**src/rtl/ucie_clk_track_pattern_engine.sv**
```systemverilog
// Clock/track training pattern generator with per-lane received-edge checker.
// state | meaning
// ------+-------------------------------------------------------------
// IDLE  | lanes parked at their idle level, waiting for a start pulse
// RUN   | pattern driven on enabled lanes, received edges counted
// DRAIN | pattern parked, counting continues to catch in-flight edges
// DONE  | per-lane results and counts held until clear or restart
module ucie_clk_track_pattern_engine #(
    parameter int              N_CH      = 3,
    parameter int              ITER      = 128,
    parameter int              ON_CYC    = 8,
    parameter int              OFF_CYC   = 8,
    parameter logic [N_CH-1:0] INV_MASK  = 3'b010,
    parameter int              DRAIN_CYC = 8,
    parameter int              TOL       = 4,
    parameter int              CNT_W     = 16
) (
    input  logic                    i_clk,
    input  logic                    i_rst_n,
    input  logic                    i_start,
    input  logic                    i_mode,
    input  logic                    i_clear,
    input  logic [N_CH-1:0]         i_ch_en,
    output logic [N_CH-1:0]         o_tx,
    input  logic [N_CH-1:0]         i_rx,
    output logic                    o_busy,
    output logic                    o_done,
    output logic [N_CH-1:0]         o_result,
    output logic                    o_all_pass,
    output logic [N_CH*CNT_W-1:0]   o_edge_cnt
);

    localparam int PERIOD  = ON_CYC + OFF_CYC;
    localparam int RUN_LEN = ITER * PERIOD;
    localparam int TMR_MAX = (RUN_LEN > DRAIN_CYC) ? RUN_LEN : DRAIN_CYC;
    localparam int TMR_W   = $clog2(TMR_MAX + 1);
    localparam int PH_W    = $clog2(PERIOD + 1);

    localparam logic [CNT_W:0]   E_BURST = (CNT_W+1)'(ITER * ON_CYC / 2);
    localparam logic [CNT_W:0]   E_CONT  = (CNT_W+1)'(RUN_LEN / 2);
    localparam logic [CNT_W:0]   TOL_E   = (CNT_W+1)'(TOL);
    localparam logic [CNT_W+1:0] TOL_H   = (CNT_W+2)'(TOL);

    typedef enum logic [1:0] {S_IDLE, S_RUN, S_DRAIN, S_DONE} state_t;

    state_t            state, state_n;
    logic [TMR_W-1:0]  tmr, tmr_n;
    logic [PH_W-1:0]   phase, phase_n;
    logic              k0, k0_n;
    logic              start_run, finish, clr;
    logic              mode_r, mode_sel;
    logic [N_CH-1:0]   en_r, en_sel;
    logic              pat_bit;
    logic [N_CH-1:0]   tx_n;

    always_ff @(posedge i_clk or negedge i_rst_n) begin
        if (!i_rst_n) begin
            state  <= S_IDLE;
            tmr    <= '0;
            phase  <= '0;
            k0     <= 1'b0;
            mode_r <= 1'b0;
            en_r   <= '0;
            o_tx   <= INV_MASK;
        end else begin
            state  <= state_n;
            tmr    <= tmr_n;
            phase  <= phase_n;
            k0     <= k0_n;
            mode_r <= mode_sel;
            en_r   <= en_sel;
            o_tx   <= tx_n;
        end
    end

    // tmr is a down-counter holding the cycles left in the current timed state
    always_comb begin
        state_n   = state;
        tmr_n     = tmr;
        phase_n   = phase;
        k0_n      = k0;
        start_run = 1'b0;
        finish    = 1'b0;
        clr       = 1'b0;
        if (i_clear) begin
            state_n = S_IDLE;
            clr     = 1'b1;
        end else begin
            case (state)
                S_IDLE, S_DONE: begin
                    if (i_start) begin
                        state_n   = S_RUN;
                        start_run = 1'b1;
                        tmr_n     = TMR_W'(RUN_LEN - 1);
                        phase_n   = '0;
                        k0_n      = 1'b0;
                    end
                end
                S_RUN: begin
                    if (tmr == '0) begin
                        state_n = S_DRAIN;
                        tmr_n   = TMR_W'(DRAIN_CYC - 1);
                    end else begin
                        tmr_n   = tmr - 1'b1;
                        phase_n = (phase == PH_W'(PERIOD - 1)) ? '0 : phase + 1'b1;
                        k0_n    = ~k0;
                    end
                end
                S_DRAIN: begin
                    if (tmr == '0) begin
                        state_n = S_DONE;
                        finish  = 1'b1;
                    end else begin
                        tmr_n = tmr - 1'b1;
                    end
                end
                default: state_n = S_IDLE;
            endcase
        end
    end

    // Pattern is computed for the upcoming cycle so the registered o_tx lines up with k
    always_comb begin
        mode_sel = start_run ? i_mode  : mode_r;
        en_sel   = start_run ? i_ch_en : en_r;
        pat_bit  = mode_sel ? ~k0_n : ((phase_n < PH_W'(ON_CYC)) & ~phase_n[0]);
        tx_n     = INV_MASK;
        for (int i = 0; i < N_CH; i++) begin
            if ((state_n == S_RUN) && en_sel[i] && pat_bit)
                tx_n[i] = ~INV_MASK[i];
        end
    end

    assign o_busy = (state == S_RUN) || (state == S_DRAIN);
    assign o_done = (state == S_DONE);

    logic [N_CH-1:0]  rx_s1, rx_s2, rx_prv, rx_edge;
    logic [CNT_W-1:0] cnt [N_CH];

    always_ff @(posedge i_clk or negedge i_rst_n) begin
        if (!i_rst_n) begin
            rx_s1  <= INV_MASK;
            rx_s2  <= INV_MASK;
            rx_prv <= INV_MASK;
        end else begin
            rx_s1  <= i_rx;
            rx_s2  <= rx_s1;
            rx_prv <= rx_s2;
        end
    end

    assign rx_edge = (rx_s2 ^ INV_MASK) & ~(rx_prv ^ INV_MASK);

    always_ff @(posedge i_clk or negedge i_rst_n) begin
        if (!i_rst_n) begin
            for (int i = 0; i < N_CH; i++) cnt[i] <= '0;
        end else if (clr || start_run) begin
            for (int i = 0; i < N_CH; i++) cnt[i] <= '0;
        end else if (o_busy) begin
            for (int i = 0; i < N_CH; i++) begin
                if (en_r[i] && rx_edge[i] && (cnt[i] != '1))
                    cnt[i] <= cnt[i] + 1'b1;
            end
        end
    end

    // Lower bound clamps at zero so a small expected count never underflows
    logic [CNT_W:0]   exp_cnt, lo_bound;
    logic [CNT_W+1:0] hi_bound;
    logic [N_CH-1:0]  pass_vec;

    always_comb begin
        exp_cnt  = mode_r ? E_CONT : E_BURST;
        lo_bound = (exp_cnt > TOL_E) ? (exp_cnt - TOL_E) : '0;
        hi_bound = {1'b0, exp_cnt} + TOL_H;
        pass_vec = '0;
        for (int i = 0; i < N_CH; i++) begin
            pass_vec[i] = en_r[i] && ({1'b0, cnt[i]} >= lo_bound)
                                  && ({2'b00, cnt[i]} <= hi_bound);
        end
    end

    always_ff @(posedge i_clk or negedge i_rst_n) begin
        if (!i_rst_n) begin
            o_result   <= '0;
            o_all_pass <= 1'b0;
        end else if (clr || start_run) begin
            o_result   <= '0;
            o_all_pass <= 1'b0;
        end else if (finish) begin
            o_result   <= pass_vec;
            o_all_pass <= (|en_r) && (pass_vec == en_r);
        end
    end

    for (genvar g = 0; g < N_CH; g++) begin : g_cnt_out
        assign o_edge_cnt[g*CNT_W +: CNT_W] = cnt[g];
    end

endmodule

```
**config.mk**
```make
export PLATFORM = sky130hd
export DESIGN_NAME = ucie_clk_track_pattern_engine
export DESIGN_NICKNAME = d
export VERILOG_FILES = /design/src/rtl/ucie_clk_track_pattern_engine.sv
export SDC_FILE = /design/constraint.sdc
export NUM_CORES = 1
export LEC_CHECK = 0
export ABC_AREA = 1
export CAP_MARGIN = 25
export CORE_MARGIN = 8
export CORE_UTILIZATION = 30
export CTS_BUF_LIST = sky130_fd_sc_hd__clkbuf_8 sky130_fd_sc_hd__clkbuf_16
export CTS_CLUSTER_SIZE = 16
export DETAILED_ROUTE_END_ITERATION = 7
export GPL_TIMING_DRIVEN = 0
export SYNTH_ARGS = -nofsm -noshare
export SYNTH_HDL_FRONTEND = slang
export SYNTH_SLANG_ARGS = --single-unit
```
**constraint.sdc**
```tcl
create_clock -name i_clk -period 2.8 [get_ports i_clk]
set_input_delay 0.84 -clock i_clk [delete_from_list [all_inputs] [get_ports i_clk]]
set_output_delay 0.84 -clock i_clk [all_outputs]
set_load 0.01 [all_outputs]
```
==> impl_metrics.ini <==
[clock_tree]
numCtsBuffers = 9
numClockSinks = 88
worstSkewPairLatency_ns = 0.35
ctsHtreeMaxLevel = 3
cts_root_buf = clkbuf_16
clk_pin_slew_worst_paths_ns = 0.06
clockBufferDepth = 2
cts_tree = yes
post_cts_buffers = 0

[logic_synthesis]
synth-seq-area-share_pct = 41.5
ys_async_sr_fraction_pct = 100
synth-edff-count = 0
synth_top_family_by_area = simple AND/OR/NAND/NOR gates
synth_xor_area_share_pct = 3.29
avgSynthCellArea_um2 = 7.54
synth_compound_area_share_pct = 10.4
netlist_instances = 706
synth-simple-area-share_pct = 31.2
ys_types = 38
yosysWarnings = 0
synthAdderAreaFrac_pct = 5.17
muxShareOfSynthArea_pct = 0
netlist_area_mm2 = 0.00532
syn_nets = 739
synth_ff_type = dfrtp_1
ys_ff_latch = 88

[floorplanning]
die_w_um = 149
dieArea_mm2 = 0.0223
ios = 68
start_util_pct = 30.8
std_cell_rows = 48
die_y_um = 149
coreArea_mm2 = 0.0173

[timing]
period_share_pct = 95.6
period_minus_slack_ns = 2.68
hold_viol_final = 0
finalSetupViolCount = 0
tightestPinTransition_ns = 0.601
finalMaxSlewViolations = 0
max-slew-margin-rel_pct = 59.9
fin_skew_ns = 0.00642
fmaxAchievable_ghz = 0.374
rsz0062_at_grt = false
worst_slack_ns = 0.124

[setup_path]
path_cells = inv_1 -> ha_4 -> inv_4 -> clkdlybuf4s50_1
r2r-start = state[0]
end_kind = primary output
cp.required_ns = 1.96
critPathLaunch = state[0]
cp_slowest_stage_delay_ns = 0.54
critPathLaunchType = register
arrival_ns = 1.84
crit_fanout = 7
path_class = reg -> out
worst_path_max_delay_cell = clkdlybuf4s50_1

[global_route]
overflow = 0
antenna_found_initial = 0
grt_pass1_wl_mm = 24.8
grt_start_max_net_pins = 64
first_global_vias = 4771
grt_use_total_pct = 13.9

[min_path]
hp-start = rx_s1[2]
min_path_type = reg -> reg

[cells_and_area]
utilization_pct = 38.1
nets = 818
drive_gt1_share_pct = 6.71
n_antenna_cell = 0
area_delta_synth_final_pct = 23.8
finalInstanceArea_mm2 = 0.00659
instances_no_fill = 1015

[pwr]
p_switching_mw = 0.917
p_int_mw = 2.15
comb_power_share_pct = 16.8
swShare_pct = 29.8
p_leak_nw = 2.89
power_density_mw_per_mm2 = 466
peakVddDrop_mv = 0.287
power.share.sequential_pct = 46.2
pwr-share-clk_pct = 37.0

[run]
maxCapViolations = 0

[status]
status = complete, no violations

[route]
postRouteAntennaNets = 0
route.detailed.drc = 0
firstDrtPassIters = 5
drtIter0Drc = 312
wl_per_cell_um = 14.6
routed_via_density = 4.87
vias = 4939
drt-total-wl_mm = 14.8

[place]
dpl.hpwl_mm = 11.2
placed_area_mm2 = 0.00630
numPlacedInstances = 999
gp_congestion = 0.868
port_buffers = 67
pre_cts_slack_ns = 0.0814
cell type report:
| class | count | area [um^2] |
|---|---|---|
| Sequential cell | 88 | 2210 |
| Fill cell | 1825 | 10700 |
| Inverter | 96 | 363 |
| Multi-Input combinational cell | 510 | 2680 |
| Clock inverter | 6 | 36.3 |
| Timing Repair Buffer | 68 | 696 |
| Buffer | 12 | 91.3 |
| Clock buffer | 10 | 239 |
| Tap cell | 225 | 282 |
routing by layer:
| metal | global-route usage, % | part of all wire, % | vias to the layer above |
|---|---|---|---|
| met5 | 0 | 0 | - |
| met4 | 4.44 | 1.2 | 0 |
| met3 | 3.49 | 6.0 | 16 |
| met2 | 21.7 | 46 | 126 |
| met1 | 18.6 | 47 | 2309 |
| li1 | - | - | 2488 |
final timing paths:
kind,endpoint,slack (ns),depth (start not counted)
worst max-delay path,o_busy,0.12,4
worst min-delay path,rx_s2[2],0.35,0
worst max register to register,o_edge_cnt[8],0.63,9
worst min register to register,rx_s2[2],0.35,0
max in group asynchronous,tmr[8],1.76,2
min in group asynchronous,tmr[3],0.40,1
critical path, delay by kind of cell, from the launching register on:
kind                       cells  cell delay [ns]
buffers and inverters          3             0.81
adders and majority gates      1             0.28
DFF                            1             0.40
logic make-up (layout without fill, tap and decap cells):
group | count (synthesis) | count (layout)
buf+inv | 108 | 192
simple gates | 369 | 369
compound gates | 99 | 99
fa+ha+maj | 22 | 22
xor+xnor | 20 | 20
flops | 88 | 88
layout by cell type, fill, tap and decap left out, types with 2 or more instances in the layout:
cell,instances
nor2_2,6
buf_2,3
xor2_1,20
nor3b_1,3
clkdlybuf4s50_1,66
inv_1,94
o22ai_1,2
a21oi_1,26
o21bai_1,2
inv_2,2
clkbuf_2,2
o221ai_1,4
nand2_2,6
nor2_1,94
o21ai_1,7
o21ai_0,43
buf_6,4
o31ai_1,7
nand2_4,4
clkinv_2,2
nand3_1,64
nand4_1,24
nand2_1,139
dfrtp_1,84
nor3_1,19
clkbuf_8,2
o211ai_1,3
ha_1,21
clkinvlp_4,3
dfstp_2,4
clkbuf_16,9
clkbuf_1,2
nor4_1,6
power groups by stage:
stage                     Sequential (mW)  Clock (mW)  Combinational, mW
after floorplan                      1.43           0              0.340
after global placement               1.44           0              0.508
after detailed placement             1.44           0              0.517
after CTS                            1.42        1.18              0.521
after global routing                 1.43        1.22              0.596
final                                1.42        1.14              0.516
cells in the mapped netlist, types with 4 or more instances:
cell | number | area [um^2]
dfrtp_1 | 84 | 2100
nand3_1 | 64 | 320
nor2_2 | 6 | 37.5
nand2_2 | 6 | 37.5
o31ai_1 | 7 | 52.6
nor4_1 | 6 | 37.5
o21ai_0 | 43 | 215
nand4_1 | 24 | 150
nor3_1 | 19 | 95.1
a21oi_1 | 26 | 130
nand2_1 | 139 | 522
o221ai_1 | 4 | 35.0
nor2_1 | 94 | 353
xor2_1 | 20 | 175
o21ai_1 | 7 | 35.0
nand2_4 | 4 | 45.0
inv_1 | 93 | 349
ha_1 | 22 | 275
buf_6 | 4 | 45.0
dfstp_2 | 4 | 105
stage by stage:
stage / hold slack (ns) / power [mW] / TNS, ns
6_report: 0.351 / 3.07 / 0
5_1_grt: 0.364 / 3.24 / 0
4_1_cts: 0.350 / 3.12 / 0
3_5_place_dp: 0.336 / 1.96 / 0
3_3_place_gp: 0.339 / 1.95 / -212.16
2_1_floorplan: 0.331 / 1.77 / 0
timing repair:
| item | CTS | global route |
|---|---|---|
| endpoints found under the setup margin | 1 | 1 |
| hold buffers | 0 | 0 |
| gates resized for setup | 2 | 1 |
sequential cells by signal (all words and copies together), names as in the netlist:
| signal | cells |
|---|---|
| o_all_pass | 1 |
| phase | 5 |
| rx_prv | 3 |
| o_result | 3 |
| tmr | 12 |
| mode_r | 1 |
| rx_s1 | 3 |
| k0 | 1 |
| state | 2 |
| o_tx | 3 |
| rx_s2 | 3 |
| en_r | 3 |
| o_edge_cnt | 48 |
(Power assumes the default switching activity.)
